$ cat src/rtl/bcd_pkg.sv
// Shared definitions for the BCD serial loader.
//   BCD_MAX  - largest legal BCD digit value
//   DIGIT_W  - width of one BCD digit
//   bcd_state_e - loader FSM states: SHIFT (collecting bits), HOLD (digit held for downstream)
package bcd_pkg;

  localparam int unsigned DIGIT_W = 4;
  localparam logic [DIGIT_W-1:0] BCD_MAX = 4'd9;

  typedef enum logic {
    SHIFT = 1'b0,
    HOLD  = 1'b1
  } bcd_state_e;

endpackage

$ cat src/rtl/bcd_range_chk.sv
// Combinational BCD range check.
//   value  - 4-bit candidate digit
//   is_bcd - high when value <= 9
module bcd_range_chk
  import bcd_pkg::*;
(
  input  logic [DIGIT_W-1:0] value,
  output logic               is_bcd
);

  assign is_bcd = (value <= BCD_MAX);

endmodule

$ cat src/rtl/bcd_serial_loader.sv
// Serial-to-parallel BCD digit loader with valid/ready handshakes on both sides.
// Four accepted serial bits form one frame; legal frames (0..9) are presented on digit with
// dout_vld, illegal frames (10..15) are dropped and flagged by a one-cycle err pulse.
//   clk, rst_n     - clock, synchronous active-low reset
//   sin, sin_vld   - serial bit and its valid; sin_rdy - loader can accept a bit
//   clr            - discard the partial frame (does not touch a held digit)
//   digit          - assembled digit, digit[3..0] drive downstream inputs A..D
//   dout_vld/rdy   - output handshake
//   err            - one-cycle pulse on a non-BCD frame
//   err_cnt        - saturating err count, present only when BCD_ERR_CNT_EN is defined
// Parameter MSB_FIRST: 1 = first serial bit lands in digit[3], 0 = first bit lands in digit[0].
module bcd_serial_loader
  import bcd_pkg::*;
#(
  parameter int unsigned MSB_FIRST = 1
) (
  input  logic               clk,
  input  logic               rst_n,
  input  logic               sin,
  input  logic               sin_vld,
  output logic               sin_rdy,
  input  logic               clr,
  output logic [DIGIT_W-1:0] digit,
  output logic               dout_vld,
  input  logic               dout_rdy,
`ifdef BCD_ERR_CNT_EN
  output logic [7:0]         err_cnt,
`endif
  output logic               err
);

  bcd_state_e         state_q, state_d;
  logic [1:0]         cnt_q, cnt_d;
  logic [DIGIT_W-1:0] sr_q, sr_d;
  logic [DIGIT_W-1:0] digit_q, digit_d;
  logic               err_q, err_d;

  logic               accept;
  logic               frame_done;
  logic [DIGIT_W-1:0] frame;
  logic               is_bcd;

  assign dout_vld = (state_q == HOLD);
  // Only the frame-completing bit can stall: it needs the output register free.
  assign sin_rdy  = !((cnt_q == 2'd3) && dout_vld && !dout_rdy);
  assign accept   = sin_vld && sin_rdy;
  assign frame_done = accept && !clr && (cnt_q == 2'd3);

  // Frame as it would look with the current bit shifted in.
  assign frame = (MSB_FIRST != 0) ? {sr_q[DIGIT_W-2:0], sin} : {sin, sr_q[DIGIT_W-1:1]};

  bcd_range_chk u_range_chk (
    .value  (frame),
    .is_bcd (is_bcd)
  );

  always_comb begin
    state_d = state_q;
    cnt_d   = cnt_q;
    sr_d    = sr_q;
    digit_d = digit_q;
    err_d   = frame_done && !is_bcd;

    if (clr) begin
      cnt_d = '0;
      sr_d  = '0;
    end else if (accept) begin
      cnt_d = cnt_q + 2'd1;
      sr_d  = frame_done ? '0 : frame;
    end

    unique case (state_q)
      SHIFT: begin
        if (frame_done && is_bcd) begin
          state_d = HOLD;
          digit_d = frame;
        end
      end
      HOLD: begin
        // A completion here implies dout_rdy, so the held digit is consumed this cycle.
        if (frame_done && is_bcd) begin
          digit_d = frame;
        end else if (dout_rdy) begin
          state_d = SHIFT;
        end
      end
      default: state_d = SHIFT;
    endcase
  end

  always_ff @(posedge clk) begin
    if (!rst_n) begin
      state_q <= SHIFT;
      cnt_q   <= '0;
      sr_q    <= '0;
      digit_q <= '0;
      err_q   <= 1'b0;
    end else begin
      state_q <= state_d;
      cnt_q   <= cnt_d;
      sr_q    <= sr_d;
      digit_q <= digit_d;
      err_q   <= err_d;
    end
  end

  assign digit = digit_q;
  assign err   = err_q;

`ifdef BCD_ERR_CNT_EN
  logic [7:0] err_cnt_q;

  always_ff @(posedge clk) begin
    if (!rst_n) begin
      err_cnt_q <= '0;
    end else if (err_d && (err_cnt_q != 8'hFF)) begin
      err_cnt_q <= err_cnt_q + 8'd1;
    end
  end

  assign err_cnt = err_cnt_q;
`endif

endmodule

$ cat config.mk
export PLATFORM = sky130hd
export DESIGN_NAME = bcd_serial_loader
export DESIGN_NICKNAME = d
export VERILOG_FILES = /design/src/rtl/bcd_pkg.sv /design/src/rtl/bcd_range_chk.sv /design/src/rtl/bcd_serial_loader.sv
export SDC_FILE = /design/constraint.sdc
export NUM_CORES = 1
export LEC_CHECK = 0
export BUFFER_PORTS_ARGS = -buffer_cell sky130_fd_sc_hd__buf_2
export CELL_PAD_IN_SITES_DETAIL_PLACEMENT = 1
export CELL_PAD_IN_SITES_GLOBAL_PLACEMENT = 2
export CORE_UTILIZATION = 30
export CTS_CLUSTER_SIZE = 25
export DETAILED_ROUTE_END_ITERATION = 8
export PLACE_DENSITY_LB_ADDON = 0.05
export SLEW_MARGIN = 20
export SYNTH_ARGS = -nofsm -noshare
export SYNTH_HDL_FRONTEND = slang
export SYNTH_SLANG_ARGS = --single-unit
$ cat constraint.sdc
create_clock -name clk -period 2.92 [get_ports clk]
set_input_delay 0.292 -clock clk [delete_from_list [all_inputs] [get_ports clk]]
set_output_delay 0.292 -clock clk [all_outputs]
set_load 0.02 [all_outputs]
# Yosys cells after proc, flatten, opt, wreduce, memory -nomap -nowiden
# Cells that the tools add are included.
# word_totals
ff_bits	11
input_bits	6
# op_classes
bitwise	2
add_sub_neg	1
n_reduce_logical	12
magnitude_cmp	1
muxes	6
n_eq_ne	1
# ops
op	count
logical AND 1 bit	7
<= comparator 4 bit, second input constant	1
zero test 1 bit	4
2-to-1 mux 4 bit	1
2-to-1 mux 1 bit	3
2-to-1 mux 3 bit	1
adder 2 x 1 -> 2 bit, second input constant	1
== test 2 bit, second input constant	1
NOT 1 bit	2
one-hot mux 1 bit (2 select lines)	1
OR reduction 2 bit	1

# Longest topological paths before layout
# Gate-level depths: netlist of the first run.
# depth
depth_word	10
mapped_depth	5
mapped_depth_nobuf	5

# Hierarchy
# A second synthesis of the first run with hierarchy kept.
# hier_totals
cells_unflattened	52
hier_area_um2	465.4
# by_module_without_submodules
mod	seq_area_each_um2	area_per_inst_um2	cells_per_inst	instances
bcd_serial_loader	220.2	460.4	51	1
bcd_range_chk	0.0	5.0	1	1

# Worst setup path after synthesis of the first run
# OpenSTA, ideal clock, no wires.
# synth_timing
path_type	register -> register
from	register cnt_q[0]
to	register cnt_q[0]
period_less_slack_ns	1.215
setup_time_ns	0.070
required_time_ns	2.850
n_path_buf	0
setup_slack_ns	1.705
stages_incl_launch_ff	5
arrival_ns	1.145
path_cell_list	dfxtp_1 -> ha_1 -> and3b_4 -> or3_1 -> a21oi_1
# synth_via
elab_chain_len	5
elab_cells_between_ends	6
classes_between	1 x add/sub; 1 x eq/ne; 4 x reduce/logical
# synth_lines
item	line	rtl
start, declared	bcd_serial_loader.sv:33	logic [1:0] cnt_q, cnt_d;
start signal, assigned	bcd_serial_loader.sv:100	cnt_q <= cnt_d;
== test 2 bit	bcd_serial_loader.sv:45	assign sin_rdy = !((cnt_q == 2'd3) && dout_vld && !dout_rdy);
logical AND 1 bit (2 in a row)	bcd_serial_loader.sv:45	
zero test 1 bit	bcd_serial_loader.sv:45	
logical AND 1 bit	bcd_serial_loader.sv:46	assign accept = sin_vld && sin_rdy;
# Several ways; a longest one is shown, not always the timed one.
# A chain may end at the register's enable or synchronous reset.

# Worst setup path in the final report of the first run
# layout_timing
from	register cnt_q[0]
to	output sin_rdy
# layout_via
elab_chain_len	4
# layout_lines
item	line	rtl
== test 2 bit	bcd_serial_loader.sv:45	
logical AND 1 bit (2 in a row)	bcd_serial_loader.sv:45	
zero test 1 bit	bcd_serial_loader.sv:45	
end, declared	bcd_serial_loader.sv:21	output logic sin_rdy,
# Every way passes these cells.

==> run metrics, run 1 <==
Slowest cell on crit path=dfxtp_1; H-tree depth=1; Period minus WS final=1610 ps; period utilization=55.3%; drt first pass iters=4; clock-pin slew on the worst setup and hold paths=70 ps; hold path cells=3; Worst setup EP type=output port; status=finished clean; max-slew violation count=0; worst ir drop on vdd=0.182 mV; ANT nets after route=0; syn nets=59; postcts setup bufs=0; commonest cells in the netlist=dfxtp_1, a21oi_1, o21ai_0; TritonCTS Sinks=11; Core Area=1510 um2; Die Height=42.0 um; Fin Clk Skew=4.23 ps; half-perimeter wire length after placement=851 um; CP max FO=7; Final setup viols=0; start point of the worst hold path=sin; Power Density=463 nW/um2; Final GP Congestion=0.726; Max transition margin=82.4%; startpoint types=register; IO Port Bufs=12; final hold viol count=0; initial antenna violation count=0; FF-to-FF path depth=4; total gr overflow=0; Primary FF master, synth=dfxtp_1; largest net degree at the start of global routing=8; CP arrival=1320 ps; later-pin clock latency in the skew report=260 ps; Inserted Clock Buffers=3; Initial Util=31.8%; DR WL/cell=13.1 um; Worst-Margin Slew=262 ps; Syn Std Cell Area=479 um2; Routed Wire Length=1.10 mm; most common cell in the netlist=dfxtp_1; reg2reg end=cnt_q[0]; Die Width=42.0 um; root buffer cell=clkbuf_4; Antenna Cells=0; nets=76; slowest stage delay, CP=350 ps; # hold bufs at CTS=0; Avg Cell Area, Syn=9.22 um2; worst path cell trace=ha_1 > and3b_4 > inv_1 > buf_2; largest cells by area after synthesis=dfxtp_1, a21oi_1, nand3b_1; worst setup margin=1310 ps; DR vias=437; FF+latch count, synth=11; Post-synth EDFFs=0; TritonCTS clock tree=built; Rows=14; r2r startpoint=cnt_q[0]; Starting DRT DRC Count=7; Min-Delay Endpoint=digit[0]; sequential area share after synthesis=46.0%; Place WS=1590 ps; library cells used by synthesis=20; cell taking the most area after synthesis=dfxtp_1; register-to-register setup slack=1610 ps; Yosys warning count=0; RSZ-0062 raised after global routing=false; first-pass GRT wire length=1.84 mm; max_cap viols=0; CP Class=reg -> out; Yosys top cell area share=46.0%; FFs w/ async S/R, synth=0%; # IOs=13; DRC Markers=0; DR vias/cell=5.20; Clock Path Buffers=2; setup TNS=0 ps; WP data required=2630 ps; HP Class=in -> reg; maximum clock rate=0.620 GHz; post-synthesis cell count=52; Tot GR Track Use=13.7%; vias in the first global route=425; area grow syn2layout=22.2%; Resized Gates After CTS=0; Die Area=1760 um2; P_leak=0.239 nW; proportion of layout cells with a drive suffix above 1=26.5%
metal layers:
| layer | GRT usage (%) | part of all wire, % |
|---|---|---|
| met5 | 0 | 0 |
| met4 | 5.81 | 0.45 |
| met3 | 3.91 | 3.8 |
| met2 | 23.4 | 48 |
| met1 | 15.8 | 48 |
area by class of cell:
| class | instances | area, um2 |
|---|---|---|
| Timing Repair Buffer | 12 | 60.1 |
| Clock buffer | 4 | 26.3 |
| Multi-Input combinational cell | 38 | 248 |
| Tap cell | 16 | 20.0 |
| Sequential cell | 11 | 220 |
| Fill cell | 189 | 921 |
| Inverter | 3 | 11.3 |
how the worst max path moves through the flow:
stage	startpoint	endpoint	slack, ps	depth (start not counted)
global placement	cnt_q[0]	sin_rdy	1640	4
CTS	cnt_q[0]	sin_rdy	1290	4
floorplan	cnt_q[0]	cnt_q[0]	1700	4
finish	cnt_q[0]	sin_rdy	1310	4
global route	cnt_q[0]	sin_rdy	1190	4
detailed placement	cnt_q[0]	sin_rdy	1590	4
cells in the final DEF (no fill, tap or decap), drive strengths merged:
master,synthesis,routed
nand2,2,2
nand3b,4,4
and4bb,1,1
mux2i,1,1
buf,0,12
dfxtp,11,11
inv,3,3
nor2,1,1
nand2b,2,2
o21a,3,3
and3,1,1
or3,1,1
clkbuf,0,4
and3b,1,1
nor3,1,1
a21oi,10,10
a211oi,2,2
o21ai,5,5
ha,1,1
nand3,1,1
nor2b,1,1
critical path: cells and delay by family (launching register included):
kind                       cells  cell delay (ps)
buffers and inverters          2              200
and+or+nand+nor                1              260
adders and majority gates      1              250
DFF                            1              350
state kept, by name, summed over array words and instances, names as in the netlist:
name / cells
cnt_q: 2
digit: 4
dout_vld: 1
err: 1
sr_q: 3
kinds of logic (layout without fill, tap and decap cells):
group                    Yosys count  after routing  synth area share, %
buffers and inverters              3             19                 2.35
flip-flops                        11             11                 46.0
multiplexers                       1              1                 2.09
adder cells (fa/ha/maj)            1              1                 2.61
AO/OA/AOI/OAI                     20             20                 23.5
AND/OR/NAND/NOR                   16             16                 23.5
report_power, final:
part,total [W],switching [W],leakage (nW),internal (W)
clock,0.000104,0.0000508,0.0150,0.0000528
combinational,0.0000148,0.00000857,0.136,0.00000623
sequential,0.000153,0.00000129,0.0888,0.000151
per-stage QoR:
step	cells	instance area, um2	util [%]	hold WS, ps	total power [W]
2_1_floorplan	52	479	-	410	0.000163
3_3_place_gp	80	559	37.1	442	0.000171
3_5_place_dp	80	559	37.1	452	0.000171
4_1_cts	84	586	38.9	288	0.000276
5_1_grt	84	586	38.9	304	0.000286
6_report	84	586	38.9	292	0.000271
(Power assumes the default switching activity.)
==> run 2: changes to the inputs <==
CORE_UTILIZATION = 28   (was 30)
clock period = 1.7 ns   (was 2.92 ns; I/O delays follow)
==> run metrics, run 2 (same netlist as run 1, synthesis figures left out) <==
status=finished with violations; failing checks=DRC; Antenna Cells=0 (unchanged); max FFs per register=4 (unchanged); Core Area=1560 um2 (+3.5%); half-perimeter wire length after placement=813 um (-4.5%); Die Width=43.4 um (+3.3%); Die Height=43.4 um (+3.3%); TritonCTS Sinks=11 (unchanged); startpoint types=register; H-tree depth=1 (unchanged); commonest cells after routing, fill and taps aside=buf_2, dfxtp_1, a21oi_1, o21ai_0, nand3b_1; # hold bufs at CTS=0 (unchanged); Tot GR Track Use=13.6% (-0.050 points); period utilization=87.1%; GRT busiest layer=met2; grt met3 use=4.17% (+0.25 points); area grow syn2layout=22.2% (unchanged); worst ir drop on vdd=0.238 mV (+31%); Starting DRT DRC Count=3 (-4); root buffer cell=clkbuf_4; met1 Use GR=16.1% (+0.30 points); ANT nets after route=0 (unchanged); # IOs=13 (unchanged); Fin Clk Skew=4.03 ps (-0.199 ps); Clock Path Buffers=2 (unchanged); P_leak=0.239 nW (unchanged); postcts setup bufs=0 (unchanged); FILL cells=201 (+6.3%); HP Class=in -> reg; IO Port Bufs=12 (unchanged); first-pass GRT wire length=1.90 mm (+3.4%); DR vias/cell=5.35 (+2.7%); max-slew violation count=0 (unchanged); met2 Track Usage GR=23.0% (-0.41 points); later-pin clock latency in the skew report=260 ps (about the same); DR vias=449 (+2.7%); CP max FO=7 (unchanged); maximum clock rate=0.675 GHz; most common cell after layout, fill and taps aside=buf_2; Initial Util=30.7% (-1.1 points); Period minus WS final=1480 ps; DRC Markers=2 (+2); Die Area=1880 um2 (+6.8%); Inserted Clock Buffers=3 (unchanged); RSZ-0062 raised after global routing=false; final hold viol count=0 (unchanged); Min Hold Slack=167 ps (-126 ps); drt first pass iters=5 (+1); largest net degree at the start of global routing=8 (unchanged); WP data required=1530 ps (-1100 ps); CP Class=reg -> out; Resized Gates After CTS=0 (unchanged); Routed Wire Length=1.11 mm (+0.54%); CP arrival=1310 ps (about the same); max_cap viols=0 (unchanged); Worst-Margin Slew=302 ps (+40.0 ps); setup TNS=0 ps (unchanged); Max transition margin=79.7% (-2.7 points); DR WL/cell=13.2 um (+0.54%); Final setup viols=0 (unchanged); initial antenna violation count=0 (unchanged); Worst setup EP type=output port; total gr overflow=0 (unchanged); clock-pin slew on the worst setup and hold paths=70 ps (about the same); Final GP Congestion=0.650 (-11%); Power Density=797 nW/um2 (+72%); proportion of layout cells with a drive suffix above 1=26.5% (unchanged); nets=76 (unchanged); TritonCTS clock tree=built; Rows=14 (unchanged); vias in the first global route=481 (+13%)
[run 2: cell counts in the layout (fill, tap and decap cells not counted)]
No cell type changed its count.
[run 2: path summary, 6_finish.rpt]
path	endpoint	slack, ps	startpoint	depth (start not counted)
setup / recovery	sin_rdy	220	cnt_q[0]	4
hold / removal	digit[0]	170	sin	3
setup reg to reg	digit[0]	390	cnt_q[0]	4
hold reg to reg	digit[0]	460	digit[0]	2
[run 2: power by group]
part           internal (W)  switching, W
clock network     0.0000907     0.0000886
logic             0.0000106     0.0000148
registers          0.000260    0.00000208
[run 2: area by class of cell]
| class | instances | area [um2] | area share (%) |
|---|---|---|---|
| Clock buffer | 4 | 26.3 | 4.49 |
| Timing Repair Buffer | 12 | 60.1 | 10.3 |
| Sequential cell | 11 | 220 | 37.6 |
| Inverter | 3 | 11.3 | 1.92 |
| Tap cell | 16 | 20.0 | 3.42 |
| Multi-Input combinational cell | 38 | 248 | 42.3 |
[run 2: per-stage QoR]
stage / instance area (um2) / setup WS [ps] / power, W / std cells / util [%]
final: 586 / 220 / 0.000467 / 84 / 37.6
after global placement: 559 / 428 / 0.000294 / 80 / 35.9
after floorplan: 479 / 485 / 0.000280 / 52 / -
after detailed placement: 559 / 409 / 0.000294 / 80 / 35.9
after global routing: 586 / 107 / 0.000499 / 84 / 37.6
after CTS: 586 / 202 / 0.000480 / 84 / 37.6
[run 2: worst max-delay path: stages (launching register included)]
cell     delay [ps]
dfxtp_1         350
ha_1            240
and3b_4         250
inv_1            60
buf_2           150
[run 2: metal layers]
layer / vias up / wire, um
met5: - / 0
met4: 0 / 0
met3: 0 / 58
met1: 218 / 498
li1: 221 / -
met2: 10 / 550
==> run 3: changes to the inputs <==
CORE_UTILIZATION = 30   (was 28)
clock period = 1.9 ns   (was 1.7 ns; I/O delays follow)
==> run metrics, run 3 (same netlist as run 1, synthesis figures left out) <==
status=finished clean; FILL cells=194 (-3.5%); Worst setup EP type=output port; # hold bufs at CTS=0 (unchanged); DR WL/cell=12.8 um (-2.9%); Routed Wire Length=1.08 mm (-2.9%); clock-pin slew on the worst setup and hold paths=70 ps (about the same); drt first pass iters=3 (-2); ANT nets after route=0 (unchanged); TritonCTS clock tree=built; CP arrival=1330 ps (+20 ps); root buffer cell=clkbuf_4; Crit path max-delay family=flip-flops; CP Class=reg -> out; Antenna Cells=0 (unchanged); Clock Path Buffers=2 (unchanged); HP Class=in -> reg; Worst-Margin Slew=278 ps (-24.8 ps); Design Area, Final=586 um2 (unchanged); Starting DRT DRC Count=3 (unchanged); DR vias=420 (-6.5%); DR vias/cell=5.00 (-6.5%); later-pin clock latency in the skew report=260 ps (about the same); Initial Util=31.8% (+1.1 points); maximum clock rate=0.656 GHz; commonest cells after routing, fill and taps aside=buf_2, dfxtp_1, a21oi_1, o21ai_0, nand3b_1; setup TNS=0 ps (unchanged); Final setup viols=0 (unchanged); Tot GR Track Use=14.3% (+0.68 points); Power Density=711 nW/um2 (-11%); max_cap viols=0 (unchanged); nets=76 (unchanged); postcts setup bufs=0 (unchanged); Fin Clk Skew=2.22 ps (-1.81 ps); H-tree depth=1 (unchanged); most common cell after layout, fill and taps aside=buf_2; RSZ-0062 raised after global routing=false; Die Width=42.0 um (-3.2%); Slowest cell on crit path=dfxtp_1; Core Area=1510 um2 (-3.4%); final hold viol count=0 (unchanged); Period minus WS final=1520 ps; WP data required=1710 ps (+180 ps); vias in the first global route=418 (-13%); worst path cell trace=ha_1 > and3b_4 > inv_1 > buf_2; slowest stage delay, CP=350 ps (about the same); Worst Path Buf+Inv=2 (unchanged); P_leak=0.239 nW (unchanged); max-slew violation count=0 (unchanged); Resized Gates After CTS=0 (unchanged); IO Port Bufs=12 (unchanged); total gr overflow=0 (unchanged); Final GP Congestion=0.706 (+8.7%); Rows=14 (unchanged); worst ir drop on vdd=0.264 mV (+11%); Inserted Clock Buffers=3 (unchanged); Cell Area, Placed=559 um2 (unchanged); proportion of layout cells with a drive suffix above 1=26.5% (unchanged); TritonCTS Sinks=11 (unchanged); Die Area=1760 um2 (-6.4%); initial antenna violation count=0 (unchanged); Die Height=42.0 um (-3.2%); DRC Markers=0 (-2); area grow syn2layout=22.2% (unchanged); startpoint types=register; first-pass GRT wire length=1.81 mm (-4.7%); # IOs=13 (unchanged); Max transition margin=81.4% (+1.7 points); max FFs per register=4 (unchanged); largest net degree at the start of global routing=8 (unchanged); period utilization=80.3%; CP max FO=7 (unchanged); half-perimeter wire length after placement=816 um (+0.38%)
==> run 3: final timing paths <==
| path | start | endpoint | slack, ps | depth (start not counted) |
|---|---|---|---|---|
| worst max-delay path | cnt_q[0] | sin_rdy | 380 | 4 |
| worst min-delay path | sin | digit[0] | 200 | 3 |
| worst max register to register | cnt_q[0] | cnt_q[0] | 570 | 4 |
| worst min register to register | digit[0] | digit[0] | 460 | 2 |
==> run 3: worst min-delay path, cell delays in order <==
cell and delay [ps]:
buf_2 110, nand2_1 60, mux2i_1 60
==> run 3: cell type report <==
class | count | area [um2] | share of cell area (%)
Multi-Input combinational cell | 38 | 248 | 42.3
Sequential cell | 11 | 220 | 37.6
Timing Repair Buffer | 12 | 60.1 | 10.3
Clock buffer | 4 | 26.3 | 4.49
Tap cell | 16 | 20.0 | 3.42
Inverter | 3 | 11.3 | 1.92
==> run 3: routing by layer <==
metal / part of all wire [%] / global-route usage, % / up-vias / wire [um]
li1: - / - / 222 / -
met1: 50 / 17.1 / 188 / 538
met3: 3.1 / 2.61 / 2 / 33
met4: 1.0 / 11.6 / 0 / 11
met2: 46 / 22.2 / 8 / 491
met5: 0 / 0 / - / 0
==> run 3: power by group <==
group | leakage [nW] | internal, W | total (W) | switching, W
registers | 0.0888 | 0.000233 | 0.000235 | 0.00000201
clock network | 0.0150 | 0.0000811 | 0.000159 | 0.0000776
logic | 0.136 | 0.00000956 | 0.0000229 | 0.0000134
==> run 3: through the flow <==
| stage | setup WS, ps | total power (W) | util, % | std cells | hold WS (ps) |
|---|---|---|---|---|---|
| global placement | 634 | 0.000263 | 37.1 | 80 | 441 |
| detailed placement | 595 | 0.000263 | 37.1 | 80 | 453 |
| finish | 375 | 0.000416 | 38.9 | 84 | 199 |
| CTS | 366 | 0.000426 | 38.9 | 84 | 188 |
| floorplan | 685 | 0.000250 | - | 52 | 308 |
| global route | 285 | 0.000442 | 38.9 | 84 | 195 |
